==> src/rtl/string_hw_sequencer_if.sv <==
// Command, operand, result and accelerator-bus signals of the string sequencer.
// slave = sequencer side, master = host/accelerator side.
interface string_hw_sequencer_if #(
    parameter int ADDRESS_BITS = 4
);
    logic                    cmd_valid;
    logic                    cmd_ready;
    logic [3:0]              cmd_index;
    logic [7:0]              cmd_length;
    logic                    src_valid;
    logic                    src_ready;
    logic [31:0]             src_data;
    logic                    res_valid;
    logic                    res_ready;
    logic [31:0]             res_data;
    logic                    m_chipselect;
    logic                    m_read;
    logic                    m_write;
    logic [ADDRESS_BITS:0]   m_address;
    logic [31:0]             m_writedata;
    logic [31:0]             m_readdata;
    logic                    busy;
    logic                    op_done;
    logic                    op_error;

    modport slave (
        input  cmd_valid, cmd_index, cmd_length, src_valid, src_data,
               res_ready, m_readdata,
        output cmd_ready, src_ready, res_valid, res_data, m_chipselect,
               m_read, m_write, m_address, m_writedata, busy, op_done, op_error
    );

    modport master (
        output cmd_valid, cmd_index, cmd_length, src_valid, src_data,
               res_ready, m_readdata,
        input  cmd_ready, src_ready, res_valid, res_data, m_chipselect,
               m_read, m_write, m_address, m_writedata, busy, op_done, op_error
    );
endinterface

==> src/rtl/string_hw_sequencer.sv <==
// Drives a string accelerator: loads A/B operands, starts it, polls done, streams results out.
// Operand writes issue in the accept cycle; result words hold under res_ready low; polls abort after POLL_LIMIT.
module string_hw_sequencer #(
    parameter int MAX_BLOCKS   = 2,
    parameter int ADDRESS_BITS = 4,
    parameter int POLL_LIMIT   = 1024
) (
    input  logic                 clk,
    input  logic                 reset,
    string_hw_sequencer_if.slave bus
);
    localparam int NWORDS = 2 * MAX_BLOCKS;
    localparam int CW     = $clog2(NWORDS) + 1;
    localparam int PW     = $clog2(POLL_LIMIT) + 1;
    localparam int AW     = ADDRESS_BITS + 1;

    typedef enum logic [3:0] {
        S_IDLE, S_LOAD, S_GO, S_POLL_RD, S_POLL_WT,
        S_RES_RD, S_RES_WT, S_RES_OUT, S_CLEAR, S_FIN
    } state_t;

    state_t      r_state;
    logic [CW-1:0] r_cnt;
    logic [PW-1:0] r_poll;
    logic [3:0]  r_index;
    logic [7:0]  r_length;
    logic        r_err;
    logic [31:0] r_res_data;

    logic [AW-1:0] w_cnt_addr;
    logic [31:0]   w_ctrl;
    logic          w_read;
    logic          w_write;
    logic [AW-1:0] w_address;
    logic [31:0]   w_writedata;

    // Word counter doubles as the register offset: data registers start at address 1.
    assign w_cnt_addr = AW'(r_cnt) + AW'(1);
    assign w_ctrl     = {18'b0, r_length, r_index, 1'b1, 1'b0};

    always_ff @(posedge clk or negedge reset) begin
        if (!reset) begin
            r_state    <= S_IDLE;
            r_cnt      <= '0;
            r_poll     <= '0;
            r_index    <= '0;
            r_length   <= '0;
            r_err      <= 1'b0;
            r_res_data <= '0;
        end else begin
            case (r_state)
                S_IDLE: begin
                    if (bus.cmd_valid) begin
                        r_index  <= bus.cmd_index;
                        r_length <= bus.cmd_length;
                        r_cnt    <= '0;
                        r_poll   <= '0;
                        r_state  <= S_LOAD;
                    end
                end
                S_LOAD: begin
                    if (bus.src_valid) begin
                        if (r_cnt == CW'(NWORDS - 1)) begin
                            r_cnt   <= '0;
                            r_state <= S_GO;
                        end else begin
                            r_cnt <= r_cnt + CW'(1);
                        end
                    end
                end
                S_GO:      r_state <= S_POLL_RD;
                S_POLL_RD: r_state <= S_POLL_WT;
                S_POLL_WT: begin
                    if (bus.m_readdata[0]) begin
                        r_cnt   <= '0;
                        r_state <= S_RES_RD;
                    end else if (r_poll < PW'(POLL_LIMIT - 1)) begin
                        r_poll  <= r_poll + PW'(1);
                        r_state <= S_POLL_RD;
                    end else begin
                        r_err   <= 1'b1;
                        r_state <= S_CLEAR;
                    end
                end
                S_RES_RD:  r_state <= S_RES_WT;
                S_RES_WT: begin
                    r_res_data <= bus.m_readdata;
                    r_state    <= S_RES_OUT;
                end
                S_RES_OUT: begin
                    if (bus.res_ready) begin
                        if (r_cnt == CW'(MAX_BLOCKS - 1)) begin
                            r_state <= S_CLEAR;
                        end else begin
                            r_cnt   <= r_cnt + CW'(1);
                            r_state <= S_RES_RD;
                        end
                    end
                end
                S_CLEAR:   r_state <= S_FIN;
                S_FIN: begin
                    r_err   <= 1'b0;
                    r_state <= S_IDLE;
                end
                default:   r_state <= S_IDLE;
            endcase
        end
    end

    // Bus strobes decode from the state register so an accept in LOAD writes the same cycle.
    always_comb begin
        w_read      = 1'b0;
        w_write     = 1'b0;
        w_address   = '0;
        w_writedata = '0;
        case (r_state)
            S_LOAD: begin
                if (bus.src_valid) begin
                    w_write     = 1'b1;
                    w_address   = w_cnt_addr;
                    w_writedata = bus.src_data;
                end
            end
            S_GO: begin
                w_write     = 1'b1;
                w_writedata = w_ctrl;
            end
            S_POLL_RD: w_read = 1'b1;
            S_RES_RD: begin
                w_read    = 1'b1;
                w_address = w_cnt_addr;
            end
            S_CLEAR:   w_write = 1'b1;
            default: begin
                w_read  = 1'b0;
                w_write = 1'b0;
            end
        endcase
    end

    assign bus.cmd_ready    = (r_state == S_IDLE);
    assign bus.busy         = (r_state != S_IDLE);
    assign bus.src_ready    = (r_state == S_LOAD);
    assign bus.res_valid    = (r_state == S_RES_OUT);
    assign bus.res_data     = r_res_data;
    assign bus.m_read       = w_read;
    assign bus.m_write      = w_write;
    assign bus.m_chipselect = w_read | w_write;
    assign bus.m_address    = w_address;
    assign bus.m_writedata  = w_writedata;
    assign bus.op_done      = (r_state == S_FIN) && !r_err;
    assign bus.op_error     = (r_state == S_FIN) && r_err;
endmodule

==> src/flat_wrapper.sv <==
// flat-port wrapper written by rule: the top's interface ports become plain ports
module string_hw_sequencer_flat 
#(
    parameter int MAX_BLOCKS   = 2,
    parameter int ADDRESS_BITS = 4,
    parameter int POLL_LIMIT   = 1024
)
  (clk, reset, bus_cmd_valid, bus_cmd_index, bus_cmd_length, bus_src_valid, bus_src_data, bus_res_ready, bus_m_readdata, bus_cmd_ready, bus_src_ready, bus_res_valid, bus_res_data, bus_m_chipselect, bus_m_read, bus_m_write, bus_m_address, bus_m_writedata, bus_busy, bus_op_done, bus_op_error);
  string_hw_sequencer_if #(.ADDRESS_BITS(ADDRESS_BITS)) bus_i ();
  input  logic clk;
  input  logic reset;
  input wire logic [$bits(bus_i.cmd_valid)-1:0] bus_cmd_valid;
  input wire logic [$bits(bus_i.cmd_index)-1:0] bus_cmd_index;
  input wire logic [$bits(bus_i.cmd_length)-1:0] bus_cmd_length;
  input wire logic [$bits(bus_i.src_valid)-1:0] bus_src_valid;
  input wire logic [$bits(bus_i.src_data)-1:0] bus_src_data;
  input wire logic [$bits(bus_i.res_ready)-1:0] bus_res_ready;
  input wire logic [$bits(bus_i.m_readdata)-1:0] bus_m_readdata;
  output wire logic [$bits(bus_i.cmd_ready)-1:0] bus_cmd_ready;
  output wire logic [$bits(bus_i.src_ready)-1:0] bus_src_ready;
  output wire logic [$bits(bus_i.res_valid)-1:0] bus_res_valid;
  output wire logic [$bits(bus_i.res_data)-1:0] bus_res_data;
  output wire logic [$bits(bus_i.m_chipselect)-1:0] bus_m_chipselect;
  output wire logic [$bits(bus_i.m_read)-1:0] bus_m_read;
  output wire logic [$bits(bus_i.m_write)-1:0] bus_m_write;
  output wire logic [$bits(bus_i.m_address)-1:0] bus_m_address;
  output wire logic [$bits(bus_i.m_writedata)-1:0] bus_m_writedata;
  output wire logic [$bits(bus_i.busy)-1:0] bus_busy;
  output wire logic [$bits(bus_i.op_done)-1:0] bus_op_done;
  output wire logic [$bits(bus_i.op_error)-1:0] bus_op_error;
  assign bus_i.cmd_valid = bus_cmd_valid;
  assign bus_i.cmd_index = bus_cmd_index;
  assign bus_i.cmd_length = bus_cmd_length;
  assign bus_i.src_valid = bus_src_valid;
  assign bus_i.src_data = bus_src_data;
  assign bus_i.res_ready = bus_res_ready;
  assign bus_i.m_readdata = bus_m_readdata;
  assign bus_cmd_ready = bus_i.cmd_ready;
  assign bus_src_ready = bus_i.src_ready;
  assign bus_res_valid = bus_i.res_valid;
  assign bus_res_data = bus_i.res_data;
  assign bus_m_chipselect = bus_i.m_chipselect;
  assign bus_m_read = bus_i.m_read;
  assign bus_m_write = bus_i.m_write;
  assign bus_m_address = bus_i.m_address;
  assign bus_m_writedata = bus_i.m_writedata;
  assign bus_busy = bus_i.busy;
  assign bus_op_done = bus_i.op_done;
  assign bus_op_error = bus_i.op_error;
  string_hw_sequencer #(.MAX_BLOCKS(MAX_BLOCKS), .ADDRESS_BITS(ADDRESS_BITS), .POLL_LIMIT(POLL_LIMIT)) u_core (.clk(clk), .reset(reset), .bus(bus_i));
endmodule
==> config.mk <==
export PLATFORM = sky130hd
export DESIGN_NAME = string_hw_sequencer_flat
export DESIGN_NICKNAME = d
export VERILOG_FILES = /design/src/rtl/string_hw_sequencer_if.sv /design/src/rtl/string_hw_sequencer.sv /design/src/flat_wrapper.sv
export SDC_FILE = /design/constraint.sdc
export NUM_CORES = 1
export LEC_CHECK = 0
export CORE_MARGIN = 2
export CORE_UTILIZATION = 40
export CTS_BUF_LIST = sky130_fd_sc_hd__clkbuf_4
export DETAILED_ROUTE_END_ITERATION = 16
export PLACE_DENSITY = 0.91
export SLEW_MARGIN = 25
export SYNTH_ARGS = -nofsm -noshare
export SYNTH_HDL_FRONTEND = slang
export SYNTH_SLANG_ARGS = --single-unit
==> constraint.sdc <==
create_clock -name clk -period 3.4 [get_ports clk]
set_clock_uncertainty 0.1 [all_clocks]
set_input_delay 1.02 -clock clk [delete_from_list [all_inputs] [get_ports clk]]
set_output_delay 1.02 -clock clk [all_outputs]
set_load 0.05 [all_outputs]
==> results_dict.tcl <==
set metrics [dict create \
    grt_pass1_wl_um 15800 \
    yosysSeqAreaShare_pct 48.4 \
    cts.path.max_buffers 2 \
    cp_max_fo 13 \
    worst_pin_slew_ns 0.708 \
    totalWireLength_um 10100 \
    grt_max_degree 64 \
    netSwitchingFraction_pct 46.9 \
    post-route-period-util_pct 93.8 \
    path_class "flop to output port" \
    syn_nets 409 \
    critPathTopFamily "simple AND/OR/NAND/NOR gates" \
    hold_path.class "flop to flop" \
    vdd.ir_drop.worst_mv 0.819 \
    via_count 3178 \
    core_area_um2 7810 \
    critPathSlowestCell "dfrtp_1" \
    row_count 32 \
    crit_path_end_kind "output port" \
    path_buf_inv 2 \
    cts.sinks 63 \
    cts_hold_buf 0 \
    antenna_found_initial 0 \
    cp_common_cell "buf_12" \
    io_pins 159 \
    hpwlAfterDp_um 7580 \
    drive_gt1_share_pct 23.0 \
    fmax_mhz 313 \
    p_seq_share_pct 24.6 \
    avgSynthCellArea_um2 10.1 \
    die_h_um 94.2 \
    start_util_pct 41.7 \
    setup_tns_ns 0 \
    netlist_top_cells_area "dfrtp_1, mux2_2, nand2_1, and3_1, a22o_1" \
    relSlewSlack_pct 52.8 \
    cts_tree "built" \
    p_sw_mw 2.49 \
    final_hold_viol_count 0 \
    rsz0062_at_grt "no" \
    drt_iter0_markers 159 \
    cts-htree-levels 3 \
    final_util_pct 71.1 \
    p_leak_nw 2.45 \
    wl_per_cell_um 17.2 \
    intPower_mw 2.83 \
    arrival_ns 2.07 \
    first_global_vias 3292 \
    drc 0 \
    startpoint_type "flop" \
    insertion_delay_ns 0.41 \
    critPathRequiredTime_ns 2.28 \
    syn_area_um2 3260 \
    drtPass1Iterations 4 \
    antenna_left 0 \
    clkPwrFrac_pct 12.5 \
    fill_cells 525 \
    synth_edf_count 0 \
    synthToLayoutAreaGrowth_pct 70.6 \
    clk_pin_slew_ns 0.12 \
    outcome "completed" \
    yosysTopAreaCell "dfrtp_1" \
    syn_inst 323 \
    gr-total-overflow 0 \
    fin_crit_ns 3.19 \
    worstPathCellList "nand2b_1, nor3_2, and2_1, buf_12, a22o_1, buf_12" \
    ys_ff_latch 63 \
    gp_congestion 0.897 \
    dieWidth_um 94.2 \
    maxCapViolCount 0 \
    grt.total_usage_pct 23.0 \
    n_antenna_cell 0 \
    dieArea_um2 8880 \
    yosysTopAreaCellShare_pct 48.4 \
    drt-vias-per-instance 5.40 \
    ys_warn_count 0 \
    combPwrFrac_pct 62.9 \
    power_density_nw_per_um2 958 \
    crit_path_max_incr_delay_ns 0.45 \
    layout.nets 567 \
    synthArstFlopShare_pct 100 \
    synthFlopType "dfrtp_1" \
    setup_viol 0 \
    cts_buffers 9 \
    ys_types 50 \
    final_max_slew_viol_count 0 \
    root_buffer "clkbuf_4" \
    place.port_buffers 157 \
]
-- power by group through the flow --
stage	sequential (mW)	combinational [mW]	clock, mW
floorplan	1.95	1.37	0
global placement	1.29	3.26	0
detailed placement	1.31	3.33	0
CTS	1.31	3.36	0.676
global route	1.35	3.52	0.709
finish	1.31	3.35	0.665
-- final timing paths --
kind / startpoint / end / slack, ns / cells after the start
setup / recovery: u_core.r_state[1] / bus_m_writedata[4] / 0.21 / 6
hold / removal: u_core.r_index[1] / u_core.r_index[1] / 0.40 / 2
setup reg to reg: u_core.r_state[3] / u_core.r_poll[4] / 0.85 / 5
hold reg to reg: u_core.r_index[1] / u_core.r_index[1] / 0.40 / 2
max in group asynchronous: reset / u_core.r_poll[8] / 2.43 / 2
min in group asynchronous: reset / u_core.r_length[6] / 0.49 / 2
-- area by class of cell --
type                            instances  area, µm²  area share [%]
Inverter                                8       30.0           0.541
Clock buffer                            9       67.6            1.22
Multi-Input combinational cell        230       1560            28.1
Sequential cell                        63       1580            28.4
Tap cell                              102        128            2.30
Timing Repair Buffer                  169       2070            37.2
Clock inverter                          7        121            2.19
-- metal layers --
metal	track usage, %	up-vias	routed length (µm)
met5	0	-	0
li1	-	1476	-
met3	10.1	22	1260
met1	25.2	1504	3720
met2	39.5	176	4950
met4	7.85	0	191
-- logic make-up (layout without fill, tap and decap cells) --
| logic type | count (synthesis) | in the layout | synth area share (%) |
|---|---|---|---|
| DFF | 63 | 63 | 48.4 |
| adders and majority gates | 5 | 5 | 1.92 |
| buffers and inverters | 30 | 193 | 4.11 |
| xor gates and xnor gates | 2 | 2 | 0.538 |
| other | 1 | 1 | 0.115 |
| and+or+nand+nor | 130 | 130 | 20.2 |
| AOI/OAI and AO/OA | 55 | 55 | 12.0 |
| muxes | 37 | 37 | 12.7 |
-- per-stage QoR --
step                      cells  setup WS, ns  hold WS (ns)  area, µm²  total power, mW
after floorplan             323         0.140         0.347       3260             3.31
after global placement      572        0.0721         0.372       5350             4.55
after detailed placement    572        0.0153         0.373       5350             4.65
after CTS                   588       0.00796         0.402       5540             5.34
after global routing        588        0.0836         0.427       5550             5.57
final                       588         0.210         0.400       5550             5.32
-- worst min-delay path, stage by stage (launching register included) --
cell and delay [ns]:
dfrtp_1 0.37, nand2_1 0.05, nand2_1 0.06
-- cell usage after synthesis, drive strengths merged, types with 5 or more instances --
cell type  count
dfrtp         63
nand2         45
mux2          34
and3          22
clkbuf        16
nor2          16
a21oi         14
a22o          12
nand3          9
inv            8
nor3           8
buf            6
ha             5
nand2b         5
o31ai          5
-- timing repair --
item / CTS / global route
hold endpoints to repair: 0 / 0
endpoints found under the setup margin: 0 / 5
buffers inserted: 0 / 0
gates resized for setup: 0 / 3
-- layout by cell type (no fill, tap or decap), drive strengths merged, types with 8 or more instances in the layout --
cell and count:
a21oi 14, nand2 45, clkdlybuf4s50 112, nor3 8
dfrtp 63, mux2 34, buf 56, a22o 12
nand3 9, clkbuf 9, inv 8, nor2 16
and3 22
-- sequential cells by signal, summed over array words and instances, names as in the netlist --
register	cells
u_core.r_index	4
u_core.r_poll	11
u_core.r_length	8
u_core.r_cnt	3
u_core.r_state	4
u_core.r_err	1
u_core.bus.res_data	32
No activity file was read; power rests on OpenSTA's default activity.
